--- src/rtl/wc_pkg.sv ---
// Shared constants and types for the WC Winograd datapath: sample width,
// taps per tile and stride, used by the tile feeder, the core and the result side.
package wc_pkg;

    localparam int DW     = 10;
    localparam int TAPS   = 5;
    localparam int STRIDE = 2;
    localparam int TILE_W = TAPS * DW;
    localparam int CNT_W  = 16;

    typedef logic [DW-1:0]     sample_t;
    typedef logic [TILE_W-1:0] tile_t;

endpackage

--- src/rtl/wc_tile_feeder_if.sv ---
// Sample-in / tile-out bus of the WC tile feeder.
//
// Handshakes: a transfer happens on a rising clock edge where valid and ready
// are both high. A producer that raises valid keeps its payload (and valid)
// stable until that transfer; ready may depend combinationally on valid only
// on the consumer side (in_ready depends on out_valid/out_ready, never on
// in_valid). in_* is the sample stream into the feeder, out_* and D is the
// tile stream out of it; out_last and tile_cnt are side information.
interface wc_tile_feeder_if
    import wc_pkg::*;
();

    sample_t          in_data;
    logic             in_valid;
    logic             in_ready;
    tile_t            D;
    logic             out_valid;
    logic             out_ready;
    logic             out_last;
    logic [CNT_W-1:0] tile_cnt;

    // The feeder itself.
    modport slave (
        input  in_data,
        input  in_valid,
        output in_ready,
        output D,
        output out_valid,
        input  out_ready,
        output out_last,
        output tile_cnt
    );

    // The environment: sample source plus WC core.
    modport master (
        output in_data,
        output in_valid,
        input  in_ready,
        input  D,
        input  out_valid,
        output out_ready,
        input  out_last,
        input  tile_cnt
    );

endinterface

--- src/rtl/wc_win_shift.sv ---
// TAPS-deep sample shift register. The newest sample enters at the top slot,
// the oldest sits in the lowest DW bits, matching the D bus layout.
module wc_win_shift
    import wc_pkg::*;
(
    input  logic    clk,
    input  logic    rst,
    input  logic    i_en,
    input  sample_t i_data,
    output tile_t   o_win
);

    tile_t r_win;

    // Shift every slot one step toward the oldest end when a sample is accepted.
    always_ff @(posedge clk or negedge rst) begin
        if (!rst) begin
            r_win <= '0;
        end else if (i_en) begin
            r_win <= {i_data, r_win[TILE_W-1:DW]};
        end
    end

    assign o_win = r_win;

endmodule

--- src/rtl/wc_tile_feeder.sv ---
// Streaming front-end for the WC Winograd core: turns a row-ordered sample
// stream into overlapping TAPS-sample windows taken every STRIDE samples and
// hands each window to the core as one D tile.
module wc_tile_feeder
    import wc_pkg::*;
#(
    parameter int ROW_LEN = 9
)(
    input  logic             clk,
    input  logic             rst,
    wc_tile_feeder_if.slave  bus
);

    localparam int COL_W = (ROW_LEN > 1) ? $clog2(ROW_LEN) : 1;

    // Row length must be odd so the last tile ends exactly on the row's last
    // sample, and long enough to hold at least one window.
    if (((ROW_LEN % 2) == 0) || (ROW_LEN < TAPS)) begin : g_bad_row_len
        $error("wc_tile_feeder: ROW_LEN must be odd and >= TAPS");
    end

    logic [COL_W-1:0] r_col;
    logic             r_out_valid;
    logic             r_out_last;
    logic [CNT_W-1:0] r_tile_cnt;

    logic             w_in_ready;
    logic             w_accept;
    logic             w_handoff;
    logic             w_complete;
    logic             w_col_last;
    logic [31:0]      w_col_ext;
    tile_t            w_win;

    // Stall the input only while a tile is waiting on the core.
    assign w_in_ready = !(r_out_valid && !bus.out_ready);
    assign w_accept   = bus.in_valid && w_in_ready;
    assign w_handoff  = r_out_valid && bus.out_ready;

    // The accepted sample closes a window when it is at least TAPS-1 columns
    // into the row and on a stride boundary; col restarting at 0 each row
    // keeps stale samples of the previous row out of every valid tile.
    assign w_col_ext  = 32'(r_col);
    assign w_complete = (w_col_ext >= 32'(TAPS - 1)) &&
                        (((w_col_ext - 32'(TAPS - 1)) % 32'(STRIDE)) == 32'd0);
    assign w_col_last = (r_col == COL_W'(ROW_LEN - 1));

    wc_win_shift u_win_shift (
        .clk    (clk),
        .rst    (rst),
        .i_en   (w_accept),
        .i_data (bus.in_data),
        .o_win  (w_win)
    );

    // Column position of the next sample within its row.
    always_ff @(posedge clk or negedge rst) begin
        if (!rst) begin
            r_col <= '0;
        end else if (w_accept) begin
            if (w_col_last) begin
                r_col <= '0;
            end else begin
                r_col <= r_col + COL_W'(1);
            end
        end
    end

    // Tile valid/last: set by a completing accept, dropped after a handoff
    // that is not refilled in the same cycle, held otherwise.
    always_ff @(posedge clk or negedge rst) begin
        if (!rst) begin
            r_out_valid <= 1'b0;
            r_out_last  <= 1'b0;
        end else if (w_accept && w_complete) begin
            r_out_valid <= 1'b1;
            r_out_last  <= w_col_last;
        end else if (w_handoff) begin
            r_out_valid <= 1'b0;
            r_out_last  <= 1'b0;
        end
    end

    // Count of tiles taken by the core; wraps naturally.
    always_ff @(posedge clk or negedge rst) begin
        if (!rst) begin
            r_tile_cnt <= '0;
        end else if (w_handoff) begin
            r_tile_cnt <= r_tile_cnt + CNT_W'(1);
        end
    end

    // The window only shifts on accepts, which cannot happen while a tile is
    // stalled, so the registered window doubles as the stable D bus.
    assign bus.in_ready  = w_in_ready;
    assign bus.D         = w_win;
    assign bus.out_valid = r_out_valid;
    assign bus.out_last  = r_out_last;
    assign bus.tile_cnt  = r_tile_cnt;

endmodule

--- src/flat_wrapper.sv ---
// flat-port wrapper written by rule: the top's interface ports become plain ports
module wc_tile_feeder_flat import wc_pkg::*;
#(
    parameter int ROW_LEN = 9
)
  (clk, rst, bus_in_data, bus_in_valid, bus_in_ready, bus_D, bus_out_valid, bus_out_ready, bus_out_last, bus_tile_cnt);
  wc_tile_feeder_if bus_i ();
  input  logic clk;
  input  logic rst;
  input wire logic [$bits(bus_i.in_data)-1:0] bus_in_data;
  input wire logic [$bits(bus_i.in_valid)-1:0] bus_in_valid;
  output wire logic [$bits(bus_i.in_ready)-1:0] bus_in_ready;
  output wire logic [$bits(bus_i.D)-1:0] bus_D;
  output wire logic [$bits(bus_i.out_valid)-1:0] bus_out_valid;
  input wire logic [$bits(bus_i.out_ready)-1:0] bus_out_ready;
  output wire logic [$bits(bus_i.out_last)-1:0] bus_out_last;
  output wire logic [$bits(bus_i.tile_cnt)-1:0] bus_tile_cnt;
  assign bus_i.in_data = bus_in_data;
  assign bus_i.in_valid = bus_in_valid;
  assign bus_in_ready = bus_i.in_ready;
  assign bus_D = bus_i.D;
  assign bus_out_valid = bus_i.out_valid;
  assign bus_i.out_ready = bus_out_ready;
  assign bus_out_last = bus_i.out_last;
  assign bus_tile_cnt = bus_i.tile_cnt;
  wc_tile_feeder #(.ROW_LEN(ROW_LEN)) u_core (.clk(clk), .rst(rst), .bus(bus_i));
endmodule
--- config.mk ---
export PLATFORM = sky130hd
export DESIGN_NAME = wc_tile_feeder_flat
export DESIGN_NICKNAME = d
export VERILOG_FILES = /design/src/rtl/wc_pkg.sv /design/src/rtl/wc_tile_feeder_if.sv /design/src/rtl/wc_win_shift.sv /design/src/rtl/wc_tile_feeder.sv /design/src/flat_wrapper.sv
export SDC_FILE = /design/constraint.sdc
export NUM_CORES = 1
export LEC_CHECK = 0
export BUFFER_PORTS_ARGS = -buffer_cell sky130_fd_sc_hd__buf_2
export CAP_MARGIN = 20
export CELL_PAD_IN_SITES_DETAIL_PLACEMENT = 0
export CELL_PAD_IN_SITES_GLOBAL_PLACEMENT = 1
export CORE_ASPECT_RATIO = 0.7
export CORE_MARGIN = 4
export CORE_UTILIZATION = 26
export CTS_CLUSTER_DIAMETER = 150
export DETAILED_ROUTE_END_ITERATION = 16
export PLACE_DENSITY_LB_ADDON = 0.25
export SYNTH_ARGS = -nofsm -noshare
export SYNTH_HDL_FRONTEND = slang
export SYNTH_HIERARCHICAL = 1
export SYNTH_SLANG_ARGS = --single-unit
--- constraint.sdc ---
create_clock -name clk -period 1.4 [get_ports clk]
set_input_delay 0.14 -clock clk [delete_from_list [all_inputs] [get_ports clk]]
set_output_delay 0.14 -clock clk [all_outputs]
set_load 0.005 [all_outputs]
Yosys cells after proc, flatten, opt, wreduce, memory -nomap -nowiden. Index checks and enable logic that the tools add are counted.

Add/sub/neg operators: 3. Magnitude comparators: 1. Equal/unequal tests: 1. Muxes and demuxes: 4. Reductions and logical operators: 9.

Operators with widths (count): 32-bit zero test (1); 16-bit by 1-bit adder with 16-bit output, second input constant (1); 1-bit logical AND (5); 4-bit by 1-bit adder with 4-bit output, second input constant (1); 4-bit equality test, second input constant (1); 4-bit by 3-bit >= comparator with 1-bit output, second input constant (1); 4-bit 2-to-1 mux (1); 1-bit 2-to-1 mux (3); 1-bit zero test (2); 2-bit nonzero test (1); 1-bit subtractor, second input constant (1).

Register bits after elaboration: 72. Output and inout bits: 69. Word-level logic and storage cells: 23.

Depth between registers and ports, before layout.
Word-level depth: 6. Mapped depth: 6. Depth with buffers taken out: 5.

Hierarchy. The synthesis kept the hierarchy.

Modules (own cells, without submodules): wc_win_shift (instances 1, cells each 106, area each 2113.3 um^2, sequential area each 1251.2 um^2); wc_tile_feeder (instances 1, cells each 93, area each 1011.0 um^2, sequential area each 550.5 um^2).

Worst setup path after synthesis. Ideal clock, no wire load.

Path type: register -> register. Start: register u_core.r_out_valid, in the netlist u_core/bus.out_valid. End: register u_core.u_win_shift.r_win[0], in the netlist u_core/u_win_shift/o_win[0]. Arrival time: 1.334 ns. Data required time: 1.275 ns. Setup slack: -0.060 ns. Cell stages (with the launch flop): 7. Period minus slack after synthesis: 1.460 ns. Path through: dfrtp_1 -> nand2b_1 -> nand2_1 -> inv_2 -> buf_6 -> buf_12 -> mux2_4.

Cells in the longest elaborated chain, start to end: 3.

Ends and longest elaborated chain: start, declared (RTL line wc_tile_feeder.sv:23) `logic r_out_valid;`; start signal, assigned (RTL line wc_tile_feeder.sv:73) `r_out_valid <= 1'b0;`; start signal, assigned (RTL line wc_tile_feeder.sv:76) `r_out_valid <= 1'b1;`; start signal, assigned (RTL line wc_tile_feeder.sv:79) `r_out_valid <= 1'b0;`; 1-bit logical AND (RTL line wc_tile_feeder.sv:36) `assign w_in_ready = !(r_out_valid && !bus.out_ready);`; 1-bit zero test (RTL line wc_tile_feeder.sv:36); net bus_in_ready (RTL line flat_wrapper.sv:12) `output wire logic [$bits(bus_i.in_ready)-1:0] bus_in_ready;`; 1-bit logical AND (RTL line wc_tile_feeder.sv:37) `assign w_accept = bus.in_valid && w_in_ready;`; net u_core.w_accept (RTL line wc_tile_feeder.sv:28) `logic w_accept;`; end signal, assigned (RTL line wc_win_shift.sv:20) `r_win <= {i_data, r_win[TILE_W-1:DW]};`; end, declared (RTL line wc_win_shift.sv:13) `tile_t r_win;`.

The timed path passes the listed nets, and every way through them passes these cells. A chain may end at the register's enable or synchronous reset.

Worst setup path in the final report.
Start: register u_core.r_out_valid, in the netlist u_core/bus.out_valid. End: register u_core.r_tile_cnt[15], in the netlist u_core/bus.tile_cnt[15].

Cells in the longest elaborated chain, start to end: 1.

Ends and longest elaborated chain: 1-bit logical AND (RTL line wc_tile_feeder.sv:38) `assign w_handoff = r_out_valid && bus.out_ready;`; end signal, assigned (RTL line wc_tile_feeder.sv:89) `r_tile_cnt <= r_tile_cnt + CNT_W'(1);`; end, declared (RTL line wc_tile_feeder.sv:25) `logic [CNT_W-1:0] r_tile_cnt;`.

Every way passes these cells.

==> impl_metrics.csv <==
group,metric,value,unit
pwr,p_leak,2.164,nW
routing,dr.pass1.iters,4,
placed_design,hpwl,4.413,mm
critical_path,crit_type,"reg -> reg",
synthesis,synthAdderAreaFrac,1.201,%
synthesis,yosysSeqAreaShare,57.67,%
critical_path,regToRegSetupSlack,0.002,ns
routing,drt_first_iter_violations,58,
pwr,clkPwrFrac,26.5,%
floorplanning,die_h,99.72,um
synthesis,syn_inst,199,
synthesis,syn_avg_cell_area,15.70,sq um
synthesis,ys_types,26,
sta,whs,0.04174,ns
pwr,p_int,0.006339,W
clock_tree,cts.path.max_buffers,2,
synthesis,synth_top_cell_by_area,"dfrtp_1",
sta,slew_violations,0,
final_layout,n_antenna_cell,0,
sta,fin_skew,0.006104,ns
synthesis,syn_area,3124,sq um
floorplanning,dieArea,13860,sq um
critical_path,cp_cell_sequence,"nand4_1, nor4b_4, nand3_1, xnor2_1",
final_layout,layout_commonest_cell,"buf_2",
sta,tightest_slew,0.3887,ns
sta,setup_violations,0,
critical_path,critPathMaxFanout,4,
clock_tree,cts_tree,"done",
routing,wl_per_cell,13.97,um
grt,grt.overflow.total,0,
placed_design,gp_congestion,0.7149,
sta,maxSlewHeadroom,74.08,%
pwr,ir_worst_vdd,0.7594,mV
synthesis,ys_warn_count,6,
synthesis,synth_compound_gate_area_share,1.402,%
pwr,p_sw,0.002518,W
floorplanning,ioPinCount,83,
clock_tree,cts_made_buffers,9,
placed_design,numPortBuffers,82,
grt,grt_pass1_vias,1960,
final_layout,area_growth,35.48,%
routing,drc_errors,0,
synthesis,synth_simple_gate_area_share,6.608,%
floorplanning,start_util,26.64,%
synthesis,syn-num-nets,216,
pwr,pwr-share-comb,33.4,%
floorplanning,fp.dieW,139.0,um
pwr,seqPwrFrac,40.1,%
sta,finalHoldViolCount,0,
synthesis,synth-seq-cells,72,
grt,antenna_found_initial,0,
min_path,hold_class,"in -> reg",
critical_path,cpMaxStageDelayCell,"dfrtp_1",
pwr,powerDensity,2093,nW/um^2
routing,vias_per_cell,4.032,
critical_path,cp.arrival,1.61,ns
sta,finalSetupTns,0,ns
job,cap_violations,0,
routing,totalWireLength,6.593,mm
synthesis,synth_top_area_share,57.67,%
grt,grt_use_total,9.609,%
routing,dr_total_vias,1903,
grt,grt_max_degree,73,
floorplanning,coreArea,11730,sq um
pwr,swShare,28.43,%
sta,final.period_utilization,99.87,%
synthesis,synth_xor_area_share,4.205,%
final_layout,final_cell_mix,"81 x buf_2, 72 x dfrtp_1, 50 x mux2_4",
clock_tree,cts.clk_slew.worst_paths,0.06,ns
synthesis,synth_area_leaders,"dfrtp_1 58%, mux2_4 24%, buf_12 3.2%, xnor2_1 2.5%, xor2_1 1.7%",
synthesis,synth_top_family_by_area,"multiplexers",
sta,max_freq,715.2,MHz
final_layout,drive_gt1_share,56.83,%
clock_tree,cts.sinks,72,
clock_tree,htreeDepth,3,
critical_path,required,1.61,ns
floorplanning,placementRows,33,
final_layout,nets,328,
critical_path,cpPeakStageDelay,0.39,ns
grt,grt_pass1_wl,10.61,mm
clock_tree,cts_root_buffer,"clkbuf_16",
clock_tree,clk_latency,0.33,ns
sta,fin_crit,1.398,ns
sta,grt_setup_unrepaired,"true",
critical_path,crit_path_end_kind,"register",
critical_path,start_kind,"register",
outcome,status,"finished clean",
routing,antenna_left,0,
synthesis,synthMuxAreaShare,24.75,%
-- worst max-delay path: cells and delay by family (launching register included) --
kind / cells / cell delay (ns)
and+or+nand+nor: 3 / 0.76
DFF: 1 / 0.39
xor gates and xnor gates: 1 / 0.14
-- path summary, 6_finish.rpt --
check | from | to | depth (start not counted)
worst max-delay path | u_core/bus.out_valid$_DFFE_PN0P_ | u_core/bus.tile_cnt[15]$_DFFE_PN0P_ | 4
worst min-delay path | bus_in_data[2] | u_core/u_win_shift/o_win[42]$_DFFE_PN0P_ | 2
worst max register to register | u_core/bus.out_valid$_DFFE_PN0P_ | u_core/bus.tile_cnt[15]$_DFFE_PN0P_ | 4
worst min register to register | u_core/bus.tile_cnt[13]$_DFFE_PN0P_ | u_core/bus.tile_cnt[13]$_DFFE_PN0P_ | 1
max in group asynchronous | rst | u_core/r_col[0]$_DFFE_PN0P_ | 3
min in group asynchronous | rst | u_core/u_win_shift/o_win[6]$_DFFE_PN0P_ | 3
-- metal layers --
layer,wire length (um),up-vias,GRT usage [%]
met2,2760,55,12.91
met4,80,0,3.383
met3,442,10,4.373
met1,3308,926,13.53
li1,-,912,-
met5,0,-,0
-- sequential cells by signal, indices dropped and copies added, names as in the netlist --
name                      count
u_core/u_win_shift/o_win     50
u_core/bus.tile_cnt          16
u_core/r_col                  4
u_core/bus.out_last           1
u_core/bus.out_valid          1
-- final cells by class --
| class | count | area [sq um] |
|---|---|---|
| timing repair inverter | 1 | 5.005 |
| clock inverter | 2 | 37.54 |
| timing repair buffer | 106 | 691.9 |
| clock buffer | 13 | 270.3 |
| multi-input combinational | 116 | 1206 |
| tap | 157 | 196.4 |
| inverter | 5 | 23.77 |
| fill | 1181 | 7493 |
| sequential | 72 | 1802 |
-- metrics by stage --
step / util [%] / cells / power, W / setup slack, ns / instance area, sq um
2_1_floorplan: - / 199 / 0.005248 / -0.02111 / 3133
3_3_place_gp: 32.34 / 449 / 0.006430 / -0.01065 / 3792
3_5_place_dp: 32.34 / 449 / 0.006461 / -0.008572 / 3792
4_1_cts: 35.10 / 465 / 0.008878 / 0.002855 / 4116
5_1_grt: 36.10 / 472 / 0.009468 / -0.1068 / 4233
6_report: 36.10 / 472 / 0.008857 / 0.001781 / 4233
-- logic make-up after synthesis --
family	Yosys count
AOI/OAI and AO/OA	8
xor gates and xnor gates	15
adders and majority gates	3
buffers and inverters	11
DFF	72
muxes	52
and+or+nand+nor	38
-- Yosys cell counts --
master,n
o21ai_0,5
nor2_1,7
nor3_2,1
buf_6,1
mux2_2,2
nand4_1,2
nand3_2,1
inv_1,4
mux2_4,50
dfrtp_1,72
ha_1,3
nor3_1,1
nor4_1,1
and4_1,1
and3_1,2
xor2_1,6
nor4b_4,1
nand2_1,13
inv_2,1
a31o_2,1
nand3_1,6
a21oi_1,2
xnor2_1,9
buf_12,5
nand2b_1,1
and2_1,1
-- timing repair --
item,CTS,global route
hold buffers,1,0
endpoints found under the setup margin,14,60
hold endpoints to repair,72,0
resized for setup,2,6
gates cloned,0,5
buffers inserted,0,2
pin swaps,0,6
-- power by group through the flow --
| stage | sequential (W) | clock [W] | combinational, W |
|---|---|---|---|
| finish | 0.00355 | 0.00235 | 0.00296 |
| global route | 0.00371 | 0.00253 | 0.00324 |
| CTS | 0.00358 | 0.00242 | 0.00288 |
| floorplan | 0.00356 | 0 | 0.00168 |
| global placement | 0.00359 | 0 | 0.00284 |
| detailed placement | 0.00360 | 0 | 0.00286 |
Note: power is estimated with default switching activity, not from simulation.
